File: src/rtl/mux_pkg.sv
// Shared definitions for the pipelined N-input selector: size limits, skid-state encodings, clog2.
// The state encoding is {main_valid, skid_valid}.
package mux_pkg;

    localparam int NUM_IN_MAX = 16;

    localparam logic [1:0] EMPTY = 2'b00;
    localparam logic [1:0] ONE   = 2'b10;
    localparam logic [1:0] TWO   = 2'b11;

    typedef enum logic [1:0] {
        S_EMPTY = EMPTY,
        S_ONE   = ONE,
        S_TWO   = TWO
    } skid_state_e;

    function automatic int clog2(input int value);
        int r;
        r = 0;
        while ((1 << r) < value) r++;
        return r;
    endfunction

endpackage

File: src/rtl/mux_nsel.sv
// Combinational NUM_IN-input selector; selects at or beyond NUM_IN saturate to the last input.
module mux_nsel
    import mux_pkg::*;
#(
    parameter int WIDTH  = 32,
    parameter int NUM_IN = 4,
    parameter int SEL_W  = 2
) (
    input  logic [NUM_IN*WIDTH-1:0] in_data,
    input  logic [SEL_W-1:0]        in_sel,
    output logic [WIDTH-1:0]        out,
    output logic [SEL_W-1:0]        eff_sel
);

    localparam logic [SEL_W-1:0] LAST = SEL_W'(NUM_IN - 1);

    always_comb begin
        eff_sel = (int'(in_sel) >= NUM_IN) ? LAST : in_sel;
        out     = '0;
        for (int k = 0; k < NUM_IN; k++) begin
            if (int'(eff_sel) == k) out = in_data[k*WIDTH +: WIDTH];
        end
    end

endmodule

File: src/rtl/mux_pipe_n.sv
// Registered N-input selector with a two-entry skid buffer for the EX stage.
// Build option MUX_PIPE_SEL_ERR_EN adds the sticky out-of-range select flag sel_err.
module mux_pipe_n
    import mux_pkg::*;
#(
    parameter int WIDTH  = 32,
    parameter int NUM_IN = 4,
    parameter int SEL_W  = 2
) (
    input  logic                    clk,
    input  logic                    rst_n,
    input  logic [NUM_IN*WIDTH-1:0] in_data,
    input  logic [SEL_W-1:0]        in_sel,
    input  logic                    in_valid,
    output logic                    in_ready,
    output logic [WIDTH-1:0]        out_data,
    output logic [SEL_W-1:0]        out_sel,
    output logic                    out_valid,
    input  logic                    out_ready,
    output logic                    sel_err,
    input  logic                    err_clr
);

    if (NUM_IN < 2 || NUM_IN > NUM_IN_MAX || SEL_W < clog2(NUM_IN)) begin : g_bad_params
        $error("mux_pipe_n: illegal NUM_IN/SEL_W combination");
    end

    logic [WIDTH-1:0] sel_data;
    logic [SEL_W-1:0] sel_eff;

    mux_nsel #(
        .WIDTH  (WIDTH),
        .NUM_IN (NUM_IN),
        .SEL_W  (SEL_W)
    ) u_nsel (
        .in_data (in_data),
        .in_sel  (in_sel),
        .out     (sel_data),
        .eff_sel (sel_eff)
    );

    // Handshake: a side transfers on a rising edge where its valid and ready are both 1;
    // valid never waits on ready, and in_ready depends only on registered state.
    skid_state_e      state;
    skid_state_e      state_next;
    logic             main_valid;
    logic             skid_valid;
    logic             in_fire;
    logic             out_fire;
    logic             load_main_in;
    logic             load_main_skid;
    logic             load_skid;
    logic [WIDTH-1:0] main_data;
    logic [WIDTH-1:0] skid_data;
    logic [SEL_W-1:0] main_sel;
    logic [SEL_W-1:0] skid_sel;

    // The unreachable {0,1} encoding decodes as empty.
    assign skid_valid = (state == S_TWO);
    assign main_valid = (state == S_ONE) || (state == S_TWO);
    assign in_ready   = !skid_valid;
    assign out_valid  = main_valid;
    assign in_fire    = in_valid && in_ready;
    assign out_fire   = out_valid && out_ready;
    assign out_data   = main_data;
    assign out_sel    = main_sel;

    always_ff @(posedge clk or negedge rst_n) begin
        if (!rst_n) state <= S_EMPTY;
        else        state <= state_next;
    end

    always_comb begin
        state_next     = state;
        load_main_in   = 1'b0;
        load_main_skid = 1'b0;
        load_skid      = 1'b0;
        case (state)
            S_ONE: begin
                if (in_fire && out_fire) begin
                    load_main_in = 1'b1;
                end else if (in_fire) begin
                    state_next = S_TWO;
                    load_skid  = 1'b1;
                end else if (out_fire) begin
                    state_next = S_EMPTY;
                end
            end
            S_TWO: begin
                if (out_fire) begin
                    state_next     = S_ONE;
                    load_main_skid = 1'b1;
                end
            end
            default: begin
                if (in_fire) begin
                    state_next   = S_ONE;
                    load_main_in = 1'b1;
                end
            end
        endcase
    end

    always_ff @(posedge clk or negedge rst_n) begin
        if (!rst_n) begin
            main_data <= '0;
            main_sel  <= '0;
            skid_data <= '0;
            skid_sel  <= '0;
        end else begin
            if (load_main_in) begin
                main_data <= sel_data;
                main_sel  <= sel_eff;
            end else if (load_main_skid) begin
                main_data <= skid_data;
                main_sel  <= skid_sel;
            end
            if (load_skid) begin
                skid_data <= sel_data;
                skid_sel  <= sel_eff;
            end else if (load_main_skid) begin
                skid_data <= '0;
                skid_sel  <= '0;
            end
        end
    end

`ifdef MUX_PIPE_SEL_ERR_EN
    // Saturation changed the select exactly when the raw select was out of range.
    logic sel_bad;
    logic err_q;

    assign sel_bad = (sel_eff != in_sel);
    assign sel_err = err_q;

    always_ff @(posedge clk or negedge rst_n) begin
        if (!rst_n)                    err_q <= 1'b0;
        else if (in_fire && sel_bad)   err_q <= 1'b1;
        else if (err_clr)              err_q <= 1'b0;
    end
`else
    logic unused_err_clr;
    assign unused_err_clr = err_clr;
    assign sel_err        = 1'b0;
`endif

endmodule

File: config.mk
export PLATFORM = sky130hd
export DESIGN_NAME = mux_pipe_n
export DESIGN_NICKNAME = d
export VERILOG_FILES = /design/src/rtl/mux_pkg.sv /design/src/rtl/mux_nsel.sv /design/src/rtl/mux_pipe_n.sv
export SDC_FILE = /design/constraint.sdc
export NUM_CORES = 1
export LEC_CHECK = 0
export BUFFER_PORTS_ARGS = -buffer_cell sky130_fd_sc_hd__buf_2
export CELL_PAD_IN_SITES_DETAIL_PLACEMENT = 0
export CELL_PAD_IN_SITES_GLOBAL_PLACEMENT = 1
export CORE_ASPECT_RATIO = 0.75
export CORE_MARGIN = 2
export CORE_UTILIZATION = 33
export CTS_BUF_LIST = sky130_fd_sc_hd__clkbuf_2 sky130_fd_sc_hd__clkbuf_4 sky130_fd_sc_hd__clkbuf_8
export DETAILED_ROUTE_END_ITERATION = 6
export PLACE_DENSITY_LB_ADDON = 0.1
export SLEW_MARGIN = 20
export SYNTH_ARGS = -nofsm -noshare
export SYNTH_HDL_FRONTEND = slang
export SYNTH_SLANG_ARGS = --single-unit
File: constraint.sdc
create_clock -name clk -period 2.7 [get_ports clk]
set_input_delay 0.135 -clock clk [delete_from_list [all_inputs] [get_ports clk]]
set_output_delay 0.135 -clock clk [all_outputs]
set_load 0.01 [all_outputs]
Word level (Yosys, flattened, before mapping)

Cells that the tools add are included.

Bits in registers: 70
Input port bits: 135

Equality and inequality tests: 8
Multiplexer cells: 25
Reduce and logical (&&, ||, !) cells: 10

Operator list:

| kind                                                                     | number |
|---|---|
| 32-bit 2-to-1 mux                                                        | 8 |
| 2-bit 2-to-1 mux                                                         | 9 |
| 2-bit == test (second input constant)                                    | 4 |
| 1-bit 2-to-1 mux                                                         | 6 |
| 2-bit one-hot mux with 2 select lines                                    | 1 |
| 4-bit AND reduction                                                      | 1 |
| 2-bit nonzero test                                                       | 2 |
| 1-bit logical AND                                                        | 3 |
| 3-bit inequality test (second input constant)                            | 1 |
| 3-bit nonzero test                                                       | 1 |
| 2-bit by 1-bit == test with 1-bit output (second input constant)         | 1 |
| 2-bit logical NOT                                                        | 1 |
| 2-bit by 1-bit inequality test with 1-bit output (second input constant) | 1 |
| 2-bit inequality test (second input constant)                            | 1 |
| 1-bit one-hot mux with 2 select lines                                    | 1 |
| 1-bit logical NOT                                                        | 1 |
| 1-bit logical OR                                                         | 1 |

Depth between registers and ports, before layout

Gate-level depths: netlist (run 1).

Word-level depth: 7
Mapped depth: 6
Mapped depth without buffers: 3

Cells and area by module

Synthesis (run 1) repeated with hierarchy kept, for this count alone.

Cells, all modules: 323
Area, all modules: 4124.0 um^2

Modules (own cells, without submodules):

| module     | times used | cells each | area an instance (um^2) |
|---|---|---|---|
| mux_pipe_n | 1          | 282        | 3294.4 |
| mux_nsel   | 1          | 41         | 829.5 |

Worst setup path after synthesis (run 1)

OpenSTA, ideal clock, no wires.

Kind: register to register
Start: register state[0]
End: register main_data[11], in the netlist out_data[11]
Setup time: 125 ps
Data arrival time: 1381 ps
Data required time: 2575 ps
Setup slack: 1194 ps
Stages on the path, launching flop included: 6
Period minus slack after synthesis: 1506 ps
Cell sequence: dfrtp_1 nand2b_1 a21bo_1 buf_4 buf_6 mux2_4

Word-level cells in the longest chain between the ends: 7
Elaborated cells between the ends (all ways): 14
Classes of those cells: eq/ne: 2; mux: 6; reduce/logical: 6

RTL lines:

| item                                                           | RTL line                                             | RTL |
|---|---|---|
| start: declaration                                             | mux_pipe_n.sv:44                                     | `skid_state_e state;` |
| start signal: assignment                                       | mux_pipe_n.sv:70                                     | `else state <= state_next;` |
| 2-bit == test, on equally long branches                        | mux_pipe_n.sv:59, mux_pipe_n.sv:60, mux_pipe_n.sv:78 |  |
| 1-bit logical NOT / 1-bit logical OR (equally long branches)   | mux_pipe_n.sv:61, mux_pipe_n.sv:60                   |  |
| 1-bit logical AND, on equally long branches                    | mux_pipe_n.sv:63, mux_pipe_n.sv:64                   |  |
| 1-bit logical AND                                              | mux_pipe_n.sv:80                                     | `if (in_fire && out_fire) begin` |
| 1-bit 2-to-1 mux                                               | mux_pipe_n.sv:80                                     |  |
| 1-bit one-hot mux with 2 select lines                          | mux_pipe_n.sv:78                                     | `case (state)` |
| 32-bit 2-to-1 mux / 2-bit nonzero test (equally long branches) | n/a                                                  |  |
| end signal: assignment                                         | mux_pipe_n.sv:112                                    | `main_data <= sel_data;` |
| end signal: assignment                                         | mux_pipe_n.sv:115                                    | `main_data <= skid_data;` |
| end: declaration                                               | mux_pipe_n.sv:53                                     | `logic [WIDTH-1:0] main_data;` |

Several ways; a longest one is shown, not always the timed one.
A chain may end at the register's enable or synchronous reset.

Final worst setup path (run 1)

Start: register state[1]
End: register skid_data[9]

Word-level cells in the longest chain between the ends: 7
Elaborated cells between the ends (all ways): 14
Classes of those cells: eq/ne: 2; mux: 6; reduce/logical: 6

RTL lines:

| item                                                           | RTL line                                             | RTL |
|---|---|---|
| 2-bit == test, on equally long branches                        | mux_pipe_n.sv:59, mux_pipe_n.sv:60, mux_pipe_n.sv:78 |  |
| 1-bit logical NOT / 1-bit logical OR (equally long branches)   | mux_pipe_n.sv:61, mux_pipe_n.sv:60                   |  |
| 1-bit logical AND, on equally long branches                    | mux_pipe_n.sv:63, mux_pipe_n.sv:64                   |  |
| 1-bit 2-to-1 mux / 1-bit logical AND (equally long branches)   | mux_pipe_n.sv:82, mux_pipe_n.sv:80                   |  |
| 1-bit 2-to-1 mux                                               | mux_pipe_n.sv:80                                     |  |
| 1-bit 2-to-1 mux                                               | mux_pipe_n.sv:78                                     |  |
| 32-bit 2-to-1 mux / 2-bit nonzero test (equally long branches) | n/a                                                  |  |
| end signal: assignment                                         | mux_pipe_n.sv:119                                    | `skid_data <= sel_data;` |
| end: declaration                                               | mux_pipe_n.sv:54                                     | `logic [WIDTH-1:0] skid_data;` |

Several ways; a longest one is shown, not always the timed one.

==> impl_metrics.csv, run 1 <==
group,metric,value,unit
run_status,outcome,"complete, no violations",
final_layout,syn_to_final_growth,29.8,%
final_layout,fillCellCount,1084,
synth,ys_seq_area_share,45.3,%
clock_network,clock_sinks,70,
sta,worst_slew_pin_slew,0.950,ns
setup_path,crit_arrival,2.32,ns
grt,overflow,0,
setup_path,required,2.97,ns
die,die_y,97.7,um
synth,yosys-top-cells-area,"dfrtp_1 (45%), mux4_2 (17%), mux2_2 (8.7%)",
route,postRouteAntennaNets,0,
place,hpwl,6790,um
setup_path,timing.rr.end,"skid_data[9]$_DFFE_PN0P_",
setup_path,path_class,"register to register",
power_and_ir_drop,max-vdd-ir-drop,257,uV
grt,track_usage,16.2,%
setup_path,reg2reg_from,"state[1]$_DFFE_PN0P_",
sta,max_freq,488,MHz
final_layout,nets,541,
sta,relSlewSlack,36.5,%
synth,synth_compound_gate_area_share,11.3,%
setup_path,slowest_delay,0.80,ns
synth,synth_mux_area_share,35.4,%
route,first_pass_iters,4,
clock_network,clk_path_buf_depth,2,
power_and_ir_drop,power.total,3.40,mW
setup_path,crit_path_top_delay_cell,"nor2_4",
route,drt_iter0_markers,89,
sta,fin_worst_skew,0.00621,ns
final_layout,fin_area,5020,um2
sta,setup_tns,0,ns
clock_network,htree_num_levels,3,
final_layout,diodes,0,
synth,synth_nets,379,
setup_path,r2r_cells,3,
sta,setup_viol,0,
synth,syn_inst,244,
die,dieArea,12600,um2
synth,syn_avg_cell_area,15.8,um2
route,wl,9770,um
setup_path,end_kind,"register",
setup_path,worstPathMaxFanout,34,
flow_run,drv_cap,0,
clock_network,clkTransAtPathRegs,0.08,ns
power_and_ir_drop,power_density,677,nW/um2
sta,whs,0.0566,ns
clock_network,root_buffer,"clkbuf_8",
synth,synth_xor_area_share,0,%
worst_hold_path,timing.hold.worst_endpoint,"state[0]$_DFFE_PN0P_",
sta,grt_setup_unrepaired,"false",
setup_path,start_kind,"register",
clock_network,cts_buffers,9,
worst_hold_path,holdPathStages,2,
clock_network,cts_tree,"yes",
sta,fin_crit,2.05,ns
worst_hold_path,min_from,"in_valid",
synth,synthAdderAreaFrac,0,%
synth,syn_area,3860,um2
sta,fin_crit_sh,75.9,%
synth,synth_top_family_by_area,"multiplexers",
grt,grt_pass1_wl,15800,um
setup_path,r2r_setup_slack,0.65,ns
sta,hold_viol,0,
synth,synth-simple-area-share,3.04,%
setup_path,critPathBufInv,0,
die,die_w,129,um
route,avgRoutedWirePerCell,17.1,um
grt,grt_max_degree,71,
die,core_region_area,11500,um2
grt,grt_pass1_vias,3057,
synth,synth_seq_cells,70,
setup_path,cp_top_family,"simple AND/OR/NAND/NOR gates",
synth,yosysTopAreaCell,"dfrtp_1",
route,drcViolationCount,0,
place,dpl-instance-area,4800,um2
die,ios,172,
setup_path,crit_chain,"and3_1 -> nor2_4 -> a22o_1",
synth,netlist.area_leader.share,45.3,%
clock_network,cts_resized,0,
place,place_congestion,0.647,
place,pre_cts_slack,0.649,ns
worst_hold_path,min_path_type,"input pin to register",
place,port_buffers,169,
route,routed_via_density,4.91,
grt,antenna_found_initial,0,
synth,ys_types,31,
sta,final_max_slew_viol_count,0,
synth,yosysWarnings,0,
clock_network,clock_latency,0.34,ns
die,row_count,34,
sta,setup_ws,0.650,ns
route,vias,2812,
power_and_ir_drop,power_leakage,2.47,nW
final_layout,drive_gt1_share,66.7,%
die,initial_core_util,33.5,%
==> cell usage in the layout, fill, tap and decap left out, types with 2 or more instances in the layout <==
cell,count
a21o_1,2
mux2_2,30
buf_2,168
nand2_1,2
and2_0,2
and2_1,7
clkbuf_8,11
mux2_4,20
mux4_2,29
a22o_1,33
dfrtp_1,70
a221o_1,9
mux4_1,3
buf_4,4
buf_12,2
clkinvlp_4,3
==> per-stage QoR <==
step	util, %	cells
floorplan	-	244
global placement	41.6	556
detailed placement	41.6	556
CTS	43.5	573
global route	43.5	573
finish	43.5	573
==> layer usage <==
metal	track usage, %	routed length (um)	vias to the layer above
li1	-	-	1301
met1	22.6	4530	1393
met2	24.7	4410	105
met3	4.63	702	13
met4	4.35	132	0
met5	0	0	-
==> cell usage after synthesis <==
| cell type | instances |
|---|---|
| a22o_1 | 33 |
| mux2_2 | 30 |
| buf_12 | 1 |
| buf_2 | 4 |
| a21bo_1 | 1 |
| nand2_1 | 2 |
| a21boi_1 | 1 |
| and2_0 | 2 |
| mux4_2 | 29 |
| conb_1 | 1 |
| mux2_4 | 20 |
| inv_1 | 1 |
| buf_4 | 8 |
| and4bb_2 | 1 |
| a21o_1 | 2 |
| nand2b_1 | 1 |
| nor2_4 | 1 |
| buf_6 | 4 |
| mux4_1 | 3 |
| and3_1 | 1 |
| o21ai_0 | 1 |
| a22o_2 | 1 |
| clkbuf_1 | 5 |
| nand3_4 | 1 |
| a221o_1 | 9 |
| a21oi_1 | 1 |
| dfrtp_1 | 70 |
| clkbuf_8 | 1 |
| buf_1 | 1 |
| o21ai_1 | 1 |
| and2_1 | 7 |
==> power breakdown <==
group | internal (mW) | switching [mW]
Clock | 0.475 | 0.397
Combinational | 0.635 | 0.442
Sequential | 1.31 | 0.138
==> worst max path at each step <==
stage                                     from                        end  slack [ns]  depth (start not counted)
final                     state[1]$_DFFE_PN0P_   skid_data[9]$_DFFE_PN0P_        0.65                          3
after global routing      state[1]$_DFFE_PN0P_  skid_data[18]$_DFFE_PN0P_        0.47                          3
after CTS                 state[1]$_DFFE_PN0P_   skid_data[9]$_DFFE_PN0P_        0.60                          3
after detailed placement  state[1]$_DFFE_PN0P_  skid_data[18]$_DFFE_PN0P_        0.65                          3
after global placement    state[1]$_DFFE_PN0P_  skid_data[26]$_DFFE_PN0P_        0.69                          3
after floorplan           state[0]$_DFFE_PN0P_   out_data[11]$_DFFE_PN0P_        1.19                          5
==> worst reg2reg max path, cell delays in order (launching register included) <==
cell,delay (ns)
dfrtp_1,0.52
and3_1,0.38
nor2_4,0.80
a22o_1,0.29
==> logic make-up (layout without fill, tap and decap cells) <==
family,after synthesis,after routing
AND/OR/NAND/NOR,16,16
flip-flops,70,70
AO/OA/AOI/OAI,50,50
other,1,1
buffers and inverters,25,192
multiplexers,82,82
==> what timing repair did <==
action	in CTS	in global routing
endpoints found under the hold margin	70	0
setup buffers	0	0
hold buffers	1	0
==> final cells by class <==
class	count	area, um2	share of cell area (%)
clock buffers	11	151	3.02
well taps	162	203	4.04
inverters	1	3.75	0.0748
flip-flops and latches	70	1750	34.9
clock inverters	5	57.6	1.15
multi-input cells	149	1930	38.4
repair buffers	175	921	18.4
==> flip-flops by register name, indices dropped and copies added (netlist names) <==
name / count
out_sel: 2
state: 2
skid_sel: 2
skid_data: 32
out_data: 32
Power figures use the tool's default switching activity.
==> run 2, diff against run 1 <==
==> constraint.sdc (replaced) <==
create_clock -name clk -period 1.8 [get_ports clk]
set_input_delay 0.09 -clock clk [delete_from_list [all_inputs] [get_ports clk]]
set_output_delay 0.09 -clock clk [all_outputs]
set_load 0.01 [all_outputs]
==> impl_metrics.csv, run 2 (synthesis results as in run 1) <==
group,metric,value,unit
die,die_w,129,um
sta,relSlewSlack,46.8,%
sta,fin_worst_skew,0.0132,ns
power_and_ir_drop,max-vdd-ir-drop,319,uV
grt,track_usage,16.9,%
setup_path,crit_arrival,1.87,ns
final_layout,multi_input_area,1940,um2
clock_network,cts_setup_buffers,0,
setup_path,required,2.03,ns
route,postRouteAntennaNets,0,
die,row_count,34,
setup_path,critPathBufInv,1,
sta,worst_slew_pin_slew,0.792,ns
sta,setup_viol,0,
sta,max_freq,611,MHz
route,first_pass_iters,4,
run_status,outcome,"complete, no violations",
clock_network,cts_tree,"yes",
die,core_region_area,11500,um2
setup_path,worstPathMaxFanout,16,
setup_path,cp_top_family,"flip-flops",
final_layout,diodes,0,
clock_network,clk_path_buf_depth,2,
grt,grt_max_degree,37,
final_layout,layout_commonest_cell,"buf_2",
clock_network,htree_num_levels,3,
die,dieArea,12600,um2
clock_network,root_buffer,"clkbuf_8",
clock_network,clock_sinks,70,
setup_path,start_kind,"register",
sta,fin_crit,1.64,ns
place,hpwl,7120,um
route,routed_via_density,4.91,
grt,antenna_found_initial,0,
route,drcViolationCount,0,
clock_network,clkTransAtPathRegs,0.07,ns
route,wl,10100,um
route,avgRoutedWirePerCell,17.4,um
final_layout,layout_common_cells,"buf_2 (168), dfrtp_1 (70), a22o_1 (33), mux2_2 (30), mux4_2 (29)",
final_layout,drive_gt1_share,67.1,%
grt,grt_pass1_wl,16200,um
final_layout,fin_area,5080,um2
power_and_ir_drop,power_leakage,2.50,nW
setup_path,end_kind,"register",
place,dpl-instance-area,4880,um2
die,ios,172,
route,vias,2838,
final_layout,syn_to_final_growth,31.5,%
power_and_ir_drop,power.total,4.96,mW
setup_path,path_class,"register to register",
power_and_ir_drop,power_density,975,nW/um2
route,drt_iter0_markers,94,
setup_path,slowest_delay,0.48,ns
setup_path,crit_path_top_delay_cell,"dfrtp_1",
final_layout,fillCellCount,1088,
final_layout,regArea,1750,um2
place,port_buffers,169,
final_layout,nets,549,
sta,grt_setup_unrepaired,"false",
clock_network,cts_buffers,9,
sta,final_max_slew_viol_count,0,
place,place_congestion,0.666,
die,die_y,97.7,um
sta,hold_viol,0,
grt,overflow,0,
grt,grt_pass1_vias,3131,
die,initial_core_util,33.5,%
worst_hold_path,min_path_type,"input pin to register",
flow_run,drv_cap,0,
setup_path,crit_chain,"nand2b_1 -> a21bo_2 -> buf_4 -> mux2_2",
clock_network,clock_latency,0.35,ns
sta,fin_crit_sh,90.9,%
[run 2: cell types whose count changed in the layout (fill, tap and decap cells not counted), sizes merged]
cell / previous run / this run
dlygate4sd3: 1 / 2
nor2: 1 / 2
clkinvlp: 3 / 1
buf: 174 / 180
clkbuf: 11 / 12
bufinv: 1 / 0
clkinv: 1 / 0
[run 2: path summary, 6_finish.rpt]
path / depth (start not counted) / startpoint / end / slack, ns
min: 4 / out_ready / state[0]$_DFFE_PN0P_ / 0.13
max: 4 / state[0]$_DFFE_PN0P_ / out_data[5]$_DFFE_PN0P_ / 0.16
min in group asynchronous: 2 / rst_n / out_data[23]$_DFFE_PN0P_ / 0.25
min reg2reg: 1 / skid_sel[0]$_DFFE_PN0P_ / skid_sel[0]$_DFFE_PN0P_ / 0.50
max in group asynchronous: 3 / rst_n / out_data[30]$_DFFE_PN0P_ / 0.99
max reg2reg: 4 / state[0]$_DFFE_PN0P_ / out_data[5]$_DFFE_PN0P_ / 0.16
[run 2: repair_timing]
action | 4_1_cts | 5_1_grt
hold endpoints to repair | 36 | 0
endpoints found under the setup margin | 30 | 4
hold buffers | 2 | 0
gates resized for setup | 1 | 1
cloned | 1 | 0
[run 2: report_power, final]
group | internal (mW) | total, mW | switching, mW
registers | 1.97 | 2.17 | 0.200
clock network | 0.568 | 1.12 | 0.554
logic | 0.979 | 1.67 | 0.688
[run 2: worst min-delay path: stages]
cell	delay, ns
buf_2	0.16
nand2_1	0.06
o21ai_0	0.07
a21oi_1	0.05
[run 2: per-stage QoR]
stage | setup TNS, ns | std cells | hold WS, ns | setup WS [ns] | util [%]
floorplan | 0 | 244 | -0.206 | 0.294 | -
global placement | 0 | 562 | 0.0755 | 0.0307 | 42.3
detailed placement | -0.0225 | 562 | 0.0845 | -0.0129 | 42.3
CTS | 0 | 578 | 0.106 | 0.0504 | 44.0
global route | 0 | 578 | 0.134 | 0.0445 | 44.1
finish | 0 | 578 | 0.126 | 0.163 | 44.1
[run 2: per-layer routing]
metal / global-route usage (%) / routed length (um) / vias up
li1: - / - / 1314
met1: 22.5 / 4690 / 1412
met3: 5.62 / 786 / 6
met2: 26.9 / 4540 / 106
met5: 0 / 0 / -
met4: 4.26 / 57 / 0
[run 2: layout make-up]
cell class / count / share of cell area [%]
Sequential cell: 70 / 34.5
Inverter: 1 / 0.0739
Timing Repair Buffer: 182 / 19.9
Tap cell: 162 / 3.99
Multi-Input combinational cell: 150 / 38.2
Clock inverter: 1 / 0.148
Clock buffer: 12 / 3.13
==> run 3, diff against run 2 <==
==> constraint.sdc (replaced) <==
create_clock -name clk -period 1.6 [get_ports clk]
set_input_delay 0.08 -clock clk [delete_from_list [all_inputs] [get_ports clk]]
set_output_delay 0.08 -clock clk [all_outputs]
set_load 0.01 [all_outputs]
==> impl_metrics.csv, run 3 (synthesis results as in run 1) <==
group,metric,value,unit
final_layout,regArea,1750,um2
setup_path,start_kind,"register",
run_status,outcome,"complete, no violations",
power_and_ir_drop,power_density,1130,nW/um2
clock_network,clock_latency,0.34,ns
setup_path,reg2reg_from,"state[1]$_DFFE_PN0P_",
place,port_buffers,169,
sta,final_max_slew_viol_count,0,
grt,overflow,0,
setup_path,crit_arrival,1.75,ns
die,initial_core_util,33.5,%
route,postRouteAntennaNets,0,
setup_path,r2r_setup_slack,0.07,ns
setup_path,end_kind,"register",
final_layout,fin_area,5240,um2
setup_path,crit_path_start,"state[1]$_DFFE_PN0P_",
die,dieArea,12600,um2
grt,grt_pass1_wl,16200,um
final_layout,post-route-util,45.4,%
grt,antenna_found_initial,1,
setup_path,required,1.82,ns
power_and_ir_drop,power_leakage,2.58,nW
clock_network,clk_path_buf_depth,2,
sta,grt_setup_unrepaired,"false",
clock_network,clkTransAtPathRegs,0.08,ns
final_layout,layout_commonest_cell,"buf_2",
route,drcViolationCount,0,
final_layout,fillCellCount,1074,
final_layout,nets,555,
sta,worst_slew_pin_slew,0.522,ns
final_layout,syn_to_final_growth,35.5,%
sta,setup_tns,0,ns
place,hpwl,7100,um
place,dpl-instance-area,4940,um2
die,die_y,97.7,um
power_and_ir_drop,max-vdd-ir-drop,530,uV
place,place_congestion,0.730,
route,first_pass_iters,4,
sta,relSlewSlack,65.1,%
flow_run,drv_cap,0,
final_layout,multi_input_area,1950,um2
sta,max_freq,655,MHz
clock_network,root_buffer,"clkbuf_8",
final_layout,drive_gt1_share,68.0,%
die,ios,172,
grt,grt_max_degree,37,
setup_path,path_class,"register to register",
final_layout,layout_common_cells,"buf_2 (168), dfrtp_1 (70), a22o_1 (33), mux2_2 (30), mux4_2 (29)",
setup_path,r2r_cells,5,
die,core_region_area,11500,um2
sta,fin_worst_skew,0.0107,ns
route,wl,9970,um
sta,fin_crit_sh,95.4,%
worst_hold_path,holdPathStages,4,
die,row_count,34,
worst_hold_path,min_path_type,"input pin to register",
worst_hold_path,min_from,"out_ready",
route,vias,2896,
route,routed_via_density,4.93,
die,die_w,129,um
route,avgRoutedWirePerCell,17.0,um
setup_path,worstPathMaxFanout,13,
sta,fin_crit,1.53,ns
clock_network,cts_tree,"yes",
final_layout,diodes,0,
clock_network,cts_buffers,9,
route,drt_iter0_markers,150,
sta,hold_viol,0,
clock_network,htree_num_levels,3,
grt,grt_pass1_vias,3063,
clock_network,clock_sinks,70,
grt,track_usage,16.8,%
sta,setup_viol,0,
power_and_ir_drop,power.total,5.94,mW
[run 3: cell count changes in the layout (fill, tap and decap cells not counted), sizes merged]
cell	delta
clkinv	+4
inv	+1
clkinvlp	-1
clkbuf	-3
bufinv	+2
buf	+6
[run 3: path summary, 6_finish.rpt]
check / end
setup / recovery: out_data[15]$_DFFE_PN0P_
hold / removal: state[0]$_DFFE_PN0P_
setup reg to reg: out_data[15]$_DFFE_PN0P_
hold reg to reg: skid_data[17]$_DFFE_PN0P_
max in group asynchronous: out_data[15]$_DFFE_PN0P_
min in group asynchronous: out_data[30]$_DFFE_PN0P_
[run 3: worst max-delay path, cell delays in order, from the launching register on]
cell	delay, ns
dfrtp_1	0.40
buf_4	0.15
nand3_4	0.10
buf_12	0.15
mux2_2	0.34
mux2_4	0.25
[run 3: area by class of cell]
type,instances,share of cell area [%]
Multi-Input combinational cell,150,37.2
Inverter,1,0.0717
Tap cell,162,3.87
Sequential cell,70,33.4
Clock buffer,9,2.37
Clock inverter,7,1.84
Timing Repair Buffer,188,21.2
[run 3: per-layer routing]
| metal | vias to the layer above | global-route usage [%] | part of all wire [%] |
|---|---|---|---|
| met2 | 108 | 25.5 | 45 |
| li1 | 1327 | - | - |
| met3 | 17 | 5.34 | 8.1 |
| met4 | 2 | 5.10 | 1.3 |
| met5 | - | 0 | 0.13 |
| met1 | 1442 | 23.2 | 46 |
[run 3: timing repair]
item | 4_1_cts | 5_1_grt
hold endpoints to repair | 36 | 0
endpoints found under the setup margin | 37 | 41
gates resized for setup | 2 | 2
hold buffers | 2 | 0
pin swaps | 0 | 1
cloned | 1 | 0
setup buffers | 0 | 3
[run 3: through the flow]
| step | setup slack, ns | cells | hold WS (ns) |
|---|---|---|---|
| global route | 0.0253 | 587 | 0.151 |
| floorplan | 0.0940 | 244 | -0.216 |
| finish | 0.0742 | 587 | 0.127 |
| detailed placement | -0.146 | 565 | 0.0685 |
| global placement | -0.103 | 565 | 0.0676 |
| CTS | 0.0179 | 584 | 0.0884 |
[run 3: where the power goes]
part           leakage, nW  internal (mW)  switching, mW
combinational         1.59           1.15          0.780
sequential           0.886           2.21          0.226
clock                0.114          0.883          0.693
